## config.mk

```make
export PLATFORM = sky130hd
export DESIGN_NAME = opponent_bullet_ctl
export DESIGN_NICKNAME = d
export VERILOG_FILES = /design/src/rtl/opponent_bullet_ctl.sv
export SDC_FILE = /design/constraint.sdc
export NUM_CORES = 1
export LEC_CHECK = 0
export ABC_CLOCK_PERIOD_IN_PS = 5200
export CORE_ASPECT_RATIO = 0.5
export CORE_MARGIN = 2
export CORE_UTILIZATION = 55
export DETAILED_ROUTE_END_ITERATION = 12
export GPL_ROUTABILITY_DRIVEN = 0
export PLACE_DENSITY_LB_ADDON = 0.12
export SLEW_MARGIN = 20
export SYNTH_ARGS = -nofsm -noshare
export SYNTH_HDL_FRONTEND = slang
export SYNTH_SLANG_ARGS = --single-unit
export TNS_END_PERCENT = 30
```

## constraint.sdc

```tcl
create_clock -name clk -period 5.2 [get_ports clk]
set_input_delay 1.04 -clock clk [delete_from_list [all_inputs] [get_ports clk]]
set_output_delay 1.04 -clock clk [all_outputs]
set_load 0.01 [all_outputs]
```

## src/rtl/opponent_bullet_ctl.sv

```systemverilog
// Enemy shell control: launch on fire, step per frame tick,
// detect tank/wall/edge hits, then hold flags and cool down.
module opponent_bullet_ctl #(
  parameter int BUL_SPEED       = 3,
  parameter int SCREEN_W        = 800,
  parameter int SCREEN_H        = 600,
  parameter int TANK_SIZE       = 40,
  parameter int COOLDOWN_FRAMES = 30
) (
  input  logic       clk,
  input  logic       rst,
  input  logic       frame_tick,
  input  logic       fire_enemy,
  input  logic [2:0] dir_enemy_tank,
  input  logic [9:0] xpos_tank_enemy,
  input  logic [9:0] ypos_tank_enemy,
  input  logic [9:0] xpos_tank_us,
  input  logic [9:0] ypos_tank_us,
  input  logic       wall_hit,
  output logic [9:0] xpos_bullet_enemy,
  output logic [9:0] ypos_bullet_enemy,
  output logic [2:0] direction_from_enemy,
  output logic       tank_enemy_hit_us,
  output logic       obstacle_hit,
  output logic       busy
);

  localparam int CW =
    (COOLDOWN_FRAMES > 1) ? $clog2(COOLDOWN_FRAMES + 1) : 1;
  localparam logic [10:0]   SPD     = 11'(BUL_SPEED);
  localparam logic [10:0]   X_MAX   = 11'(SCREEN_W - 1);
  localparam logic [10:0]   Y_MAX   = 11'(SCREEN_H - 1);
  localparam logic [10:0]   TSZ     = 11'(TANK_SIZE - 1);
  localparam logic [CW-1:0] CD_INIT = CW'(COOLDOWN_FRAMES);
  localparam logic [CW-1:0] CNT_ONE = CW'(1);

  typedef enum logic [1:0] {
    IDLE,
    FLY,
    HIT,
    COOL
  } state_t;

  state_t      state, state_n;
  logic [CW-1:0] cnt, cnt_n;
  logic [9:0]  x_n, y_n;
  logic [2:0]  dir_n;
  logic        th_n, oh_n, busy_n;

  logic [10:0] xe, ye, tx, ty, cx, cy;
  logic        in_bnd, on_tank;
  logic        t_hit, o_hit, mv;

  // Candidate move and hit detection, in 11 bits so nothing wraps
  always_comb begin
    xe     = {1'b0, xpos_bullet_enemy};
    ye     = {1'b0, ypos_bullet_enemy};
    tx     = {1'b0, xpos_tank_us};
    ty     = {1'b0, ypos_tank_us};
    cx     = xe;
    cy     = ye;
    in_bnd = 1'b0;
    unique case (direction_from_enemy)
      3'd1: begin
        cy     = ye - SPD;
        in_bnd = (ye >= SPD);
      end
      3'd2: begin
        cy     = ye + SPD;
        in_bnd = (cy <= Y_MAX);
      end
      3'd3: begin
        cx     = xe + SPD;
        in_bnd = (cx <= X_MAX);
      end
      3'd4: begin
        cx     = xe - SPD;
        in_bnd = (xe >= SPD);
      end
      default: in_bnd = 1'b0;
    endcase
    on_tank = (cx >= tx) && (cx <= tx + TSZ) &&
              (cy >= ty) && (cy <= ty + TSZ);
    t_hit = frame_tick && in_bnd && on_tank;
    o_hit = wall_hit || (frame_tick && !in_bnd);
    mv    = frame_tick && in_bnd;
  end

  always_comb begin
    state_n = state;
    cnt_n   = cnt;
    x_n     = xpos_bullet_enemy;
    y_n     = ypos_bullet_enemy;
    dir_n   = direction_from_enemy;
    th_n    = tank_enemy_hit_us;
    oh_n    = obstacle_hit;
    busy_n  = busy;
    unique case (state)
      IDLE: begin
        if (fire_enemy &&
            (dir_enemy_tank inside {[3'd1:3'd4]})) begin
          x_n     = xpos_tank_enemy;
          y_n     = ypos_tank_enemy;
          dir_n   = dir_enemy_tank;
          busy_n  = 1'b1;
          state_n = FLY;
        end
      end
      FLY: begin
        // Tank hit outranks wall and edge hits
        priority case (1'b1)
          t_hit: begin
            x_n     = cx[9:0];
            y_n     = cy[9:0];
            th_n    = 1'b1;
            dir_n   = 3'd0;
            state_n = HIT;
          end
          o_hit: begin
            oh_n    = 1'b1;
            dir_n   = 3'd0;
            state_n = HIT;
          end
          mv: begin
            x_n = cx[9:0];
            y_n = cy[9:0];
          end
          default: ;
        endcase
      end
      HIT: begin
        if (frame_tick) begin
          th_n    = 1'b0;
          oh_n    = 1'b0;
          cnt_n   = CD_INIT;
          state_n = COOL;
        end
      end
      COOL: begin
        if (frame_tick) begin
          if (cnt <= CNT_ONE) begin
            cnt_n   = '0;
            busy_n  = 1'b0;
            state_n = IDLE;
          end else begin
            cnt_n = cnt - CNT_ONE;
          end
        end
      end
      default: state_n = IDLE;
    endcase
  end

  always_ff @(posedge clk or negedge rst) begin
    if (!rst) begin
      state                <= IDLE;
      cnt                  <= '0;
      xpos_bullet_enemy    <= '0;
      ypos_bullet_enemy    <= '0;
      direction_from_enemy <= '0;
      tank_enemy_hit_us    <= 1'b0;
      obstacle_hit         <= 1'b0;
      busy                 <= 1'b0;
    end else begin
      state                <= state_n;
      cnt                  <= cnt_n;
      xpos_bullet_enemy    <= x_n;
      ypos_bullet_enemy    <= y_n;
      direction_from_enemy <= dir_n;
      tank_enemy_hit_us    <= th_n;
      obstacle_hit         <= oh_n;
      busy                 <= busy_n;
    end
  end

endmodule
```

After elaboration in Yosys (flattened, before gate mapping):

Cells that the tools add are included.

* register bits: 33
* output and inout bits: 26
* word-level logic and storage cells: 103

* add/sub/neg operators: 7
* magnitude comparators: 11
* equal/unequal tests: 17
* multiplexer cells: 38
* reduce and logical (&&, ||, !) cells: 22

Operators with widths (count)
* two-way mux 10 bit: 8
* case mux 11 bit (2 select lines): 2
* case mux 10 bit (2 select lines): 2
* adder 10 x 2 -> 11 bit (second input constant): 2
* adder 10 x 6 -> 11 bit (second input constant): 2
* >= comparator 11 x 10 -> 1 bit: 2
* <= comparator 11 x 10 -> 1 bit (second input constant): 2
* <= comparator 11 bit: 2
* subtractor 10 x 2 -> 11 bit (second input constant): 2
* >= comparator 10 x 2 -> 1 bit (second input constant): 2
* two-way mux 5 bit: 3
* inequality test 2 bit (second input constant): 7
* two-way mux 2 bit: 6
* AND reduction 4 bit: 3
* case mux 5 bit (2 select lines): 1
* two-way mux 3 bit: 3
* inequality test 3 bit (second input constant): 3
* AND reduction 3 bit: 3
* logical AND 1 bit: 8
* case mux 2 bit (4 select lines): 1
* nonzero test 2 bit: 4
* two-way mux 1 bit: 7
* == test 3 x 2 -> 1 bit (second input constant): 2
* case mux 1 bit (2 select lines): 3
* 14 further kinds: 15

Longest topological paths before layout:

* depth in word-level cells: 9
* mapped depth: 18
* mapped depth without buffers: 17

Least setup slack after synthesis:

OpenSTA, ideal clock, no wires.

* path type: register to register
* start point: reg xpos_bullet_enemy[0]
* end point: reg state[1]
* data arrival time: 4.293 ns
* setup slack: 0.780 ns
* cell stages (with the launch flop): 17
* cell sequence: dfrtp_1 > ha_1 > or4b_2 > clkbuf_1 > nor3_1 > a21oi_1 > xnor2_1 > ha_1 > a211oi_1 > nand2_1 > o211a_1 > or3_1 > a311o_2 > a41oi_4 > nand2_1 > a21oi_2 > mux2_1

* word-level cells in the longest chain between the ends: 9

Ends and longest elaborated chain
* from (decl): line 20 `output logic [9:0] xpos_bullet_enemy,`
* from (signal assigned): line 167 `xpos_bullet_enemy <= x_n;`
* subtractor 10 x 2 -> 11 bit or adder 10 x 2 -> 11 bit (tied branches): line 77, 73
* case mux 11 bit (2 select lines): line 63 `unique case (direction_from_enemy)`
* >= comparator 11 x 10 -> 1 bit or <= comparator 11 bit (tied branches): line 82 `on_tank = (cx >= tx) && (cx <= tx + TSZ) &&`
* logical AND 1 bit (2 in a row): line 82
* logical AND 1 bit: line 83 `(cy >= ty) && (cy <= ty + TSZ);`
* logical AND 1 bit: line 84 `t_hit = frame_tick && in_bnd && on_tank;`
* inequality test 3 bit (no line) or two-way mux 2 bit (tied branches)
* AND reduction 5 bit (no line) or case mux 2 bit (4 select lines) (tied branches)
* to (signal assigned): line 165 `state <= state_n;`
* to (decl): line 44 `state_t state, state_n;`

Parallel ways exist; a longest one is shown, timed or not.
A chain may end at the register's enable or synchronous reset.

Worst setup path after layout:

* start point: in xpos_tank_us[0]
* end point: reg ypos_bullet_enemy[4]

* word-level cells in the longest chain between the ends: 8

Ends and longest elaborated chain
* from (decl): line 17 `input logic [9:0] xpos_tank_us,`
* adder 10 x 6 -> 11 bit: line 82
* <= comparator 11 bit: line 82
* logical AND 1 bit (*) (2 in a row): line 82
* logical AND 1 bit (*): line 83
* logical AND 1 bit (*): line 84
* inequality test 3 bit (no line) or two-way mux 10 bit (tied branches)
* AND reduction 4 bit (no line) or case mux 10 bit (2 select lines) (tied branches)
* to (signal assigned): line 168 `ypos_bullet_enemy <= y_n;`
* to (decl): line 21 `output logic [9:0] ypos_bullet_enemy,`

Every way passes the cells marked *; elsewhere a longest branch is shown, timed or not.

==> impl_metrics.env <==
export IMPL_cp_end_kind="register"
export IMPL_htreeDepth=2
export IMPL_cp_slowest_cell="clkdlybuf4s50_1"
export IMPL_synth_edf_count=0
export IMPL_synth_warnings=0
export IMPL_die_h_um=67.0
export IMPL_numPortBuffers=73
export IMPL_synth_yosys_seq_area_share_pct=18.9
export IMPL_grt_pass1_wl_um=19700
export IMPL_syn_to_final_growth_pct=21.8
export IMPL_outcome="finished clean"
export IMPL_fin_skew_ps=8.04
export IMPL_coreArea_mm2=0.00751
export IMPL_num_vias=4501
export IMPL_holdBufCountCts=0
export IMPL_clockBufferDepth=2
export IMPL_nNetsFinal=712
export IMPL_drt_iter0_markers=477
export IMPL_post_cts_buffers=0
export IMPL_cp_required_ps=5370
export IMPL_synth_ff_type="dfrtp_1"
export IMPL_synth_xor_area_share_pct=7.79
export IMPL_async_reset_ff_share_pct=100
export IMPL_die_area_mm2=0.00872
export IMPL_syn_area_mm2=0.00437
export IMPL_cts_resized=0
export IMPL_path_max_fanout=13
export IMPL_p_leak_uw=0.00219
export IMPL_worstHoldPathType="register to register"
export IMPL_timing_fmax_ghz=0.204
export IMPL_vias_per_cell=6.27
export IMPL_grt_max_degree=34
export IMPL_path_class="input pin to register"
export IMPL_clkSinkCount=33
export IMPL_grt_use_total_pct=28.6
export IMPL_worstMarginPinSlew_ps=950
export IMPL_die_w_um=130
export IMPL_first_pass_iters=5
export IMPL_peakVddDrop_mv=0.277
export IMPL_clockRootBuffer="clkbuf_16"
export IMPL_yosys_area_share_simple_pct=20.7
export IMPL_first_global_vias=4033
export IMPL_slew_limit_headroom_pct=36.7
export IMPL_final_core_util_pct=70.8
export IMPL_drive_above_1_share_pct=7.87
export IMPL_dp_hpwl_um=9250
export IMPL_synth_top_family_by_area="compound AO/OA/AOI/OAI gates"
export IMPL_maxCapViolations=0
export IMPL_setup_viol=0
export IMPL_seqCellArea_um2=826
export IMPL_synthMuxAreaShare_pct=2.18
export IMPL_final_fill_count=611
export IMPL_report_final_slew_viol_count=0
export IMPL_routed_wl_um=12200
export IMPL_fin_crit_ps=4900
export IMPL_initial_core_util_pct=58.1
export IMPL_crit_path_cell_trace="clkdlybuf4s50_1 > inv_1 > ha_1 > nand2_1 > a31oi_1 > nor3_1 > xnor2_1 > ha_1 > a211oi_1 > nand2_1 > o211a_1 > or3_1 > a311o_2 > a41oi_4 > o21ai_4 > o211a_1 > or3_1"
export IMPL_crit_arrival_ps=5070
export IMPL_clkLatencyLatePin_ps=290
export IMPL_cts_tree="built"
export IMPL_clkTransAtPathRegs_ps=60
export IMPL_num_rows=22
export IMPL_crit_path_max_incr_delay_ps=530
export IMPL_synth_compound_area_share_pct=28.1
export IMPL_yosys_area_share_adder_pct=15.8
export IMPL_power_density_mw_per_mm2=615
export IMPL_synth_net_count=654
export IMPL_wl_per_cell_um=17.0
export IMPL_grt_overflow=0
export IMPL_synthCells=551
export IMPL_ys_ff_latch=33
export IMPL_hold_viol=0
export IMPL_cts_made_buffers=5
export IMPL_rsz0062_at_grt="false"
export IMPL_avgSynthCellArea_um2=7.93
export IMPL_ant_nets=0
export IMPL_antenna_found_initial=0
export IMPL_synth_lib_cells_used_distinct=81
export IMPL_multi_input_area_mm2=0.00325
export IMPL_finalSetupTns_ps=0
export IMPL_pin_count=74
export IMPL_setup_worst_path_start_class="input pin"
export IMPL_diodes=0
export IMPL_finalCritPeriodShare_pct=94.3
export IMPL_remaining_drc_errors=0
-- Yosys cell counts, types with 5 or more instances --
| library cell | number | share of area, % |
|---|---|---|
| inv_1 | 38 | 3.3 |
| o2bb2ai_1 | 5 | 1.0 |
| o211ai_1 | 5 | 0.86 |
| or2_2 | 6 | 0.86 |
| a211oi_1 | 6 | 1.0 |
| xor2_1 | 6 | 1.2 |
| ha_1 | 55 | 16 |
| o21a_1 | 6 | 1.0 |
| o22a_1 | 7 | 1.4 |
| o21ai_0 | 37 | 4.2 |
| dfrtp_1 | 33 | 19 |
| a21oi_1 | 32 | 3.7 |
| nor3_1 | 21 | 2.4 |
| nand2_1 | 34 | 2.9 |
| o22ai_1 | 7 | 1.0 |
| a2bb2oi_1 | 8 | 1.6 |
| a31oi_1 | 8 | 1.1 |
| clkbuf_1 | 21 | 1.8 |
| mux2i_1 | 5 | 1.1 |
| and3_1 | 5 | 0.72 |
| or3_1 | 7 | 1.0 |
| xnor2_1 | 31 | 6.2 |
| nor2_1 | 47 | 4.0 |
| nand3_1 | 18 | 2.1 |
| nand4_1 | 10 | 1.4 |
-- metrics by stage --
step           power (uW)  instance area, um^2  std cells  setup slack, ps  hold WS, ps
5_1_grt              3550                 5320        718              115          548
3_5_place_dp         2880                 5150        710             76.1          509
3_3_place_gp         2830                 5150        710              183          493
2_1_floorplan        2190                 4370        551              780          504
6_report             3270                 5320        718              298          527
4_1_cts              3240                 5320        718              368          525
-- metal layers --
metal,GRT usage (%),routed length [um],vias up
li1,-,-,2166
met1,40.6,5670,2111
met2,45.1,5470,210
met3,4.82,959,14
met4,7.39,114,0
met5,0,0,-
-- final cells by class --
class	count	area share [%]
clock inverters	3	0.870
clock buffers	5	2.35
flip-flops and latches	33	15.5
well taps	108	2.54
inverters	38	2.68
repair buffers	81	14.9
multi-input cells	450	61.2
-- path summary, 6_finish.rpt --
path                                                  startpoint                          endpoint  slack [ps]  cells after the start
worst max register to register  xpos_bullet_enemy[0]$_DFFE_PN0P_  ypos_bullet_enemy[4]$_DFFE_PN0P_         380                     16
min in group asynchronous                                    rst  ypos_bullet_enemy[7]$_DFFE_PN0P_        1170                      2
max in group asynchronous                                    rst  ypos_bullet_enemy[1]$_DFFE_PN0P_        3690                      2
worst min-delay path               tank_enemy_hit_us$_DFFE_PN0P_     tank_enemy_hit_us$_DFFE_PN0P_         530                      2
worst min register to register     tank_enemy_hit_us$_DFFE_PN0P_     tank_enemy_hit_us$_DFFE_PN0P_         530                      2
worst max-delay path                             xpos_tank_us[0]  ypos_bullet_enemy[4]$_DFFE_PN0P_         300                     17
-- cell families after synthesis --
group	after synthesis
compound gates	171
xor+xnor	38
fa+ha+maj	55
buf+inv	68
flops	33
mux	9
simple gates	177
-- cells in the final DEF, fill, tap and decap left out, types with 8 or more instances in the layout --
master and count:
xnor2_1 31, nand3_1 18, ha_1 55, clkdlybuf4s50_1 73, nand4_1 10, nand2_1 34, dfrtp_1 33, inv_1 38
nor3_1 21, nor2_1 47, a2bb2oi_1 8, o21ai_0 37, buf_4 8, a31oi_1 8, a21oi_1 32
-- critical path: cells and delay by family --
family	cells	cell delay (ps)
compound gates	7	1750
simple gates	5	1090
buf+inv	2	610
fa+ha+maj	2	450
xor+xnor	1	110
-- state kept, by name (all words and copies together), names as in the netlist --
signal / cells
xpos_bullet_enemy: 10
state: 2
ypos_bullet_enemy: 10
direction_from_enemy: 3
obstacle_hit: 1
cnt: 5
busy: 1
tank_enemy_hit_us: 1
-- report_power, final --
group,total (uW),switching [uW],internal (uW)
clock,349,122,227
combinational,2280,1270,1020
sequential,641,262,379
No activity file was read; power rests on OpenSTA's default activity.
